[src/rtl/uart_cmd_line.sv]
// uart_cmd_line: line-oriented command parser sitting between the UART
// receive byte stream and the clock/control core.
//
// Collects one line of up to MAX_LEN bytes, decodes it on '\n' into a
// one-cycle command strobe or a range-checked BCD time-set word, and returns
// "OK\n" or "ERROR!\n" on a ready/valid byte stream.
//
// Ports:
//   clk, rst_n            clock, async active-low reset
//   rx_vld, rx_data       received byte strobe / byte
//   err_req               external error pulse, answered with "ERROR!\n"
//   tx_valid/ready/data   response byte stream (held stable until accepted)
//   cmd_*                 one-cycle command strobes
//   set_vld, set_digits   one-cycle set strobe / held BCD word (field 0 in MSBs)
//   busy                  high whenever not collecting a line
//   drop_cnt              saturating count of bytes discarded while processing
module uart_cmd_line #(
    parameter int MAX_LEN  = 16,
    parameter int N_FIELDS = 3,
    parameter int HOUR_MAX = 23
) (
    input  logic                  clk,
    input  logic                  rst_n,
    input  logic                  rx_vld,
    input  logic [7:0]            rx_data,
    input  logic                  err_req,
    output logic                  tx_valid,
    input  logic                  tx_ready,
    output logic [7:0]            tx_data,
    output logic                  cmd_start,
    output logic                  cmd_reset,
    output logic                  cmd_check,
    output logic                  cmd_setcl,
    output logic                  cmd_exit,
    output logic                  cmd_shutdown,
    output logic                  set_vld,
    output logic [8*N_FIELDS-1:0] set_digits,
    output logic                  busy,
    output logic [7:0]            drop_cnt
);
    localparam int LW      = $clog2(MAX_LEN + 1);
    localparam int SET_LEN = 2 + 2 * N_FIELDS;
    localparam logic [7:0] CH_CR = 8'h0D;
    localparam logic [7:0] CH_NL = 8'h0A;

    typedef enum logic [2:0] {COLLECT, DROP, DECODE, EXEC, RESP} state_t;
    state_t state, state_nxt;

    logic [MAX_LEN-1:0][7:0] line_buf;
    logic [LW-1:0]           len;
    logic                    ovf;
    logic                    err_pend;
    logic                    resp_err;
    logic [2:0]              resp_idx;
    logic [6:0]              strb;      // {set, shutdown, exit, setcl, check, reset, start}
    logic [6:0]              dec_strb;
    logic [8*N_FIELDS-1:0]   set_word;
    logic                    set_ok;
    logic [7:0]              tens, units;
    logic                    tx_last;
    logic                    err_svc;

    // Exact-length keyword compare; kw is right-aligned ASCII of length kl.
    function automatic logic kw_hit(input logic [MAX_LEN-1:0][7:0] b,
                                    input logic [LW-1:0] n,
                                    input logic [63:0] kw, input int kl);
        logic [63:0] kwl;
        logic        hit;
        kwl = kw << (8 * (8 - kl));
        hit = (int'(n) == kl);
        for (int i = 0; i < 8; i++)
            if (i < kl && b[i] != kwl[8*(7-i) +: 8]) hit = 1'b0;
        return hit;
    endfunction

    // Positions past the buffer read as 0 so a set format longer than the
    // buffer simply never matches.
    function automatic logic [7:0] byte_at(input logic [MAX_LEN-1:0][7:0] b, input int i);
        return (i < MAX_LEN) ? b[i % MAX_LEN] : 8'h00;
    endfunction

    function automatic logic is_digit(input logic [7:0] c);
        return c >= 8'h30 && c <= 8'h39;
    endfunction

    function automatic logic [7:0] resp_byte(input logic err, input logic [2:0] idx);
        if (!err) begin
            case (idx)
                3'd0:    return 8'h4F;   // O
                3'd1:    return 8'h4B;   // K
                default: return 8'h0A;
            endcase
        end
        case (idx)
            3'd0:    return 8'h45;       // E
            3'd1:    return 8'h52;       // R
            3'd2:    return 8'h52;       // R
            3'd3:    return 8'h4F;       // O
            3'd4:    return 8'h52;       // R
            3'd5:    return 8'h21;       // !
            default: return 8'h0A;
        endcase
    endfunction

    // Line decode, evaluated against the registered buffer during DECODE.
    always_comb begin
        tens     = 8'h00;
        units    = 8'h00;
        set_word = '0;
        set_ok   = (int'(len) == SET_LEN) && line_buf[0] == 8'h73 && line_buf[1] == 8'h20;
        for (int f = 0; f < N_FIELDS; f++) begin
            tens  = byte_at(line_buf, 2 + 2 * f);
            units = byte_at(line_buf, 3 + 2 * f);
            if (!is_digit(tens) || !is_digit(units))
                set_ok = 1'b0;
            else if (int'(tens[3:0]) * 10 + int'(units[3:0]) > (f == 0 ? HOUR_MAX : 59))
                set_ok = 1'b0;
            set_word[8*(N_FIELDS-1-f) +: 8] = {tens[3:0], units[3:0]};
        end
        dec_strb = {set_ok,
                    kw_hit(line_buf, len, 64'("shutdown"), 8),
                    kw_hit(line_buf, len, 64'("exit"), 4),
                    kw_hit(line_buf, len, 64'("setcl"), 5),
                    kw_hit(line_buf, len, 64'("check"), 5),
                    kw_hit(line_buf, len, 64'("reset"), 5),
                    kw_hit(line_buf, len, 64'("start"), 5)};
        // Overflowed lines are rejected even if the stored prefix matches.
        if (ovf || len == '0) dec_strb = '0;
    end

    assign tx_last = resp_idx == (resp_err ? 3'd6 : 3'd2);
    // A byte arriving in the same cycle takes priority over the pending error.
    assign err_svc = (state == COLLECT) && err_pend && !rx_vld;

    always_comb begin
        state_nxt = state;
        case (state)
            COLLECT: begin
                if (rx_vld) begin
                    if (rx_data == CH_NL)
                        state_nxt = DECODE;
                    else if (rx_data != CH_CR && int'(len) == MAX_LEN)
                        state_nxt = DROP;
                end else if (err_pend) begin
                    state_nxt = EXEC;
                end
            end
            DROP:    if (rx_vld && rx_data == CH_NL) state_nxt = DECODE;
            DECODE:  state_nxt = EXEC;
            EXEC:    state_nxt = RESP;
            RESP:    if (tx_ready && tx_last) state_nxt = COLLECT;
            default: state_nxt = COLLECT;
        endcase
    end

    always_ff @(posedge clk or negedge rst_n) begin
        if (!rst_n) state <= COLLECT;
        else        state <= state_nxt;
    end

    always_ff @(posedge clk or negedge rst_n) begin
        if (!rst_n) begin
            line_buf   <= '0;
            len        <= '0;
            ovf        <= 1'b0;
            err_pend   <= 1'b0;
            resp_err   <= 1'b0;
            resp_idx   <= '0;
            strb       <= '0;
            set_digits <= '0;
            drop_cnt   <= '0;
        end else begin
            strb <= '0;
            case (state)
                COLLECT: begin
                    if (rx_vld) begin
                        if (rx_data != CH_CR && rx_data != CH_NL) begin
                            if (int'(len) == MAX_LEN) begin
                                ovf <= 1'b1;
                            end else begin
                                line_buf[len] <= rx_data;
                                len           <= len + 1'b1;
                            end
                        end
                    end else if (err_pend) begin
                        len      <= '0;
                        ovf      <= 1'b0;
                        resp_err <= 1'b1;
                    end
                end
                DECODE: begin
                    strb     <= dec_strb;
                    resp_err <= ~|dec_strb;
                    if (dec_strb[6]) set_digits <= set_word;
                end
                EXEC: resp_idx <= '0;
                RESP: begin
                    if (tx_ready) begin
                        if (tx_last) begin
                            len <= '0;
                            ovf <= 1'b0;
                        end else begin
                            resp_idx <= resp_idx + 3'd1;
                        end
                    end
                end
                default: ;
            endcase
            if (rx_vld && (state == DECODE || state == EXEC || state == RESP) && drop_cnt != 8'hFF)
                drop_cnt <= drop_cnt + 8'd1;
            // Pulses arriving while a request is already pending collapse into it.
            err_pend <= (err_pend | err_req) & ~err_svc;
        end
    end

    assign {set_vld, cmd_shutdown, cmd_exit, cmd_setcl, cmd_check, cmd_reset, cmd_start} = strb;
    assign tx_valid = (state == RESP);
    assign tx_data  = tx_valid ? resp_byte(resp_err, resp_idx) : 8'h00;
    assign busy     = (state != COLLECT);

endmodule

[config.mk]
export PLATFORM = sky130hd
export DESIGN_NAME = uart_cmd_line
export DESIGN_NICKNAME = d
export VERILOG_FILES = /design/src/rtl/uart_cmd_line.sv
export SDC_FILE = /design/constraint.sdc
export NUM_CORES = 1
export LEC_CHECK = 0
export CORE_UTILIZATION = 47
export DETAILED_ROUTE_END_ITERATION = 7
export PLACE_DENSITY = 0.77
export SETUP_SLACK_MARGIN = 0.5
export SYNTH_ARGS = -nofsm -noshare
export SYNTH_HDL_FRONTEND = slang
export SYNTH_SLANG_ARGS = --single-unit
export TNS_END_PERCENT = 30
[constraint.sdc]
create_clock -name clk -period 3.6 [get_ports clk]
set_input_delay 0.9 -clock clk [delete_from_list [all_inputs] [get_ports clk]]
set_output_delay 0.9 -clock clk [all_outputs]
set_load 0.03 [all_outputs]
==> impl_metrics.yaml <==
power:
  ir_drop_uv: 354
  seqPwrFrac_pct: 36.8
  sw_frac_of_total_pct: 34.5
  leakage_nw: 3.79
  power_density_mw_per_mm2: 630
  p_switching_mw: 1.81
  pwr-share-clk_pct: 33.7
  p_int_mw: 3.43
  pwr-share-comb_pct: 29.5
global_routing:
  grt_pass1_wl_mm: 26.2
  gr-total-overflow: 0
  grt_max_degree: 55
  grt_pass1_vias: 4969
  antenna_found_initial: 0
  grtUsageTotal_pct: 23.7
routing:
  drt_pass1_iterations: 5
  ant_nets: 0
  num_vias: 5012
  wl_met3_microns: 896
  routedWlPerCell_microns: 19.4
  drc: 0
  drtIter0Drc: 455
  wl_met1_mm: 7.12
  met2_length_mm: 7.93
  routed.top_layer: "met4"
  routed_wl_mm: 16.3
  vias_per_cell: 5.97
cts:
  numCtsBuffers: 17
  clock_sinks: 117
  clk_latency_ps: 420
  clockBufferDepth: 2
  clockRootBuffer: "clkbuf_16"
  holdBufCountCts: 0
  cts_tree: "yes"
  clkTransAtPathRegs_ps: 50
  cts.htree.levels: 4
synthesis:
  ys_ff_latch: 117
  synth_top_cell_by_area: "dfrtp_1"
  seq_area_frac_synth_pct: 44.4
  synth_flop_cell: "dfrtp_1"
  synth.most_common_cell: "dfrtp_1"
  synth_cell_types: 71
  avgSynthCellArea_sq_um: 11.8
  synth_edf_count: 0
  synth_commonest_cells: "dfrtp_1, mux2_2, nor2_1"
  synth_area_sq_mm: 0.00659
  syn_inst: 560
  synth_warnings: 0
  async_flop_share_pct: 100
  synthDominantCellAreaShare_pct: 44.4
  syn_nets: 610
  ys_top_cells_by_area: "dfrtp_1, mux2_2, ha_1"
timing:
  rsz0062_at_grt: "true"
  worst_slew_pin_slew_ps: 849
  slew_headroom_pct: 42.6
  setup_ws_ps: 404
  maxSlewViolCount: 0
  max_freq_mhz: 313
  setup-tns-final_ps: 0
  fin_crit_ps: 3200
  final.setup_skew_ps: 11.8
  setup_viol: 0
  hold_viol: 0
  period_share_pct: 88.8
place:
  dp_slack_ps: 75.1
  place_area_sq_mm: 0.00751
  portBuffers: 60
  hpwl_mm: 11.5
  gp_congestion: 0.941
  place_inst: 799
job:
  drv_cap: 0
floorplan:
  boundaryPins: 62
  start_util_pct: 49.0
  row_count: 42
  core_sq_mm: 0.0135
  die_height_microns: 120
  fp.dieArea_sq_mm: 0.0145
  fp.dieW_microns: 120
critical_path:
  crit_type: "flop to flop"
  cp-start-kind: "flop"
  end_kind: "flop"
  rrSetupSlack_ps: 400
  cp.required_ps: 3900
  r2r_cells: 11
  cp_max_fo: 8
  cp.arrival_ps: 3490
layout:
  n_fill_cell: 1034
  fin_util_pct: 61.8
  final_nets: 700
  final_cells: 839
  layout-drive-gt1-share_pct: 27.3
  fin_area_sq_mm: 0.00831
  area_delta_synth_final_pct: 26.2
  n_antenna_cell: 0
hold_path:
  hp-class: "input port to asynchronous set/reset pin"
run_status:
  outcome: "finished clean"
through the flow:
stage | total power [mW] | hold slack [ps]
global placement | 3.33 | 480
detailed placement | 3.42 | 490
CTS | 5.22 | 503
global route | 5.48 | 514
floorplan | 2.93 | 470
finish | 5.24 | 499
cells in the final DEF (no fill, tap or decap), types with 5 or more instances in the layout:
master / Yosys / layout
nand4_1: 14 / 14
and3b_1: 9 / 9
nand2b_1: 8 / 8
clkbuf_16: 0 / 19
and3_1: 6 / 6
a21o_1: 6 / 6
nor3b_1: 6 / 6
xnor2_1: 5 / 5
fa_1: 6 / 5
nor4_1: 10 / 9
nand3_1: 11 / 11
nand2_1: 27 / 27
a21oi_1: 12 / 12
nor4bb_1: 8 / 8
nor3_1: 7 / 7
o21ai_0: 20 / 20
nor2_1: 33 / 33
mux2_4: 19 / 24
xor2_1: 7 / 7
inv_1: 25 / 25
ha_1: 31 / 29
buf_12: 0 / 5
mux2_2: 69 / 64
nor2b_1: 5 / 5
buf_4: 2 / 24
clkdlybuf4s50_1: 0 / 54
dfrtp_1: 117 / 113
cell type report:
cell class	count	area [sq um]	share of cell area [%]
sequential	117	2930	35.3
tap	176	220	2.65
clock inverter	13	173	2.08
timing repair buffer	90	926	11.1
multi-input combinational	399	3520	42.3
inverter	25	93.8	1.13
clock buffer	19	453	5.45
worst paths after layout:
path | start | to
setup reg to reg | line_buf[19] | set_digits[3]
hold / removal | rst_n | set_digits[8]
min in group clk | tens[4] | tens[4]
max in group asynchronous | rst_n | resp_idx[2]
setup / recovery | line_buf[19] | set_digits[3]
hold reg to reg | tens[4] | tens[4]
power groups by stage:
stage	sequential, mW	clock [mW]	combinational [mW]
floorplan	1.87	0	1.05
global placement	1.92	0	1.42
detailed placement	1.94	0	1.48
CTS	1.92	1.79	1.51
global route	1.96	1.84	1.68
finish	1.93	1.77	1.54
critical path: stages (launching register included):
cell,delay (ps)
dfrtp_1,380
ha_1,300
ha_2,200
fa_2,340
xnor2_1,160
nand4_1,150
nor4_4,340
nand4_2,180
nor4_4,420
buf_12,180
buf_12,130
mux2_4,300
sequential cells by signal (all words and copies together) (netlist names):
register    cells
state           3
strb            7
resp_err        1
tens            8
resp_idx        3
len             5
set_digits     24
units           8
err_pend        1
drop_cnt        8
ovf             1
line_buf       48
cell families after synthesis:
group | count (synthesis) | share of synthesized area [%]
DFF | 117 | 44.4
adders and majority gates | 38 | 7.86
muxes | 90 | 16.4
other | 1 | 0.0569
and+or+nand+nor | 188 | 19.4
buffers and inverters | 44 | 3.09
AOI/OAI and AO/OA | 69 | 6.89
xor gates and xnor gates | 13 | 1.84
timing repair:
action,4_1_cts,5_1_grt
resized for setup,12,11
pin swaps,7,11
cloned,1,1
setup buffers,3,3
setup endpoints to repair,39,97
per-layer routing:
layer	GRT usage, %	up-vias
li1	-	2253
met1	32.0	2532
met2	38.7	193
met3	4.25	34
met4	7.87	0
met5	0	-
(Power assumes the default switching activity.)
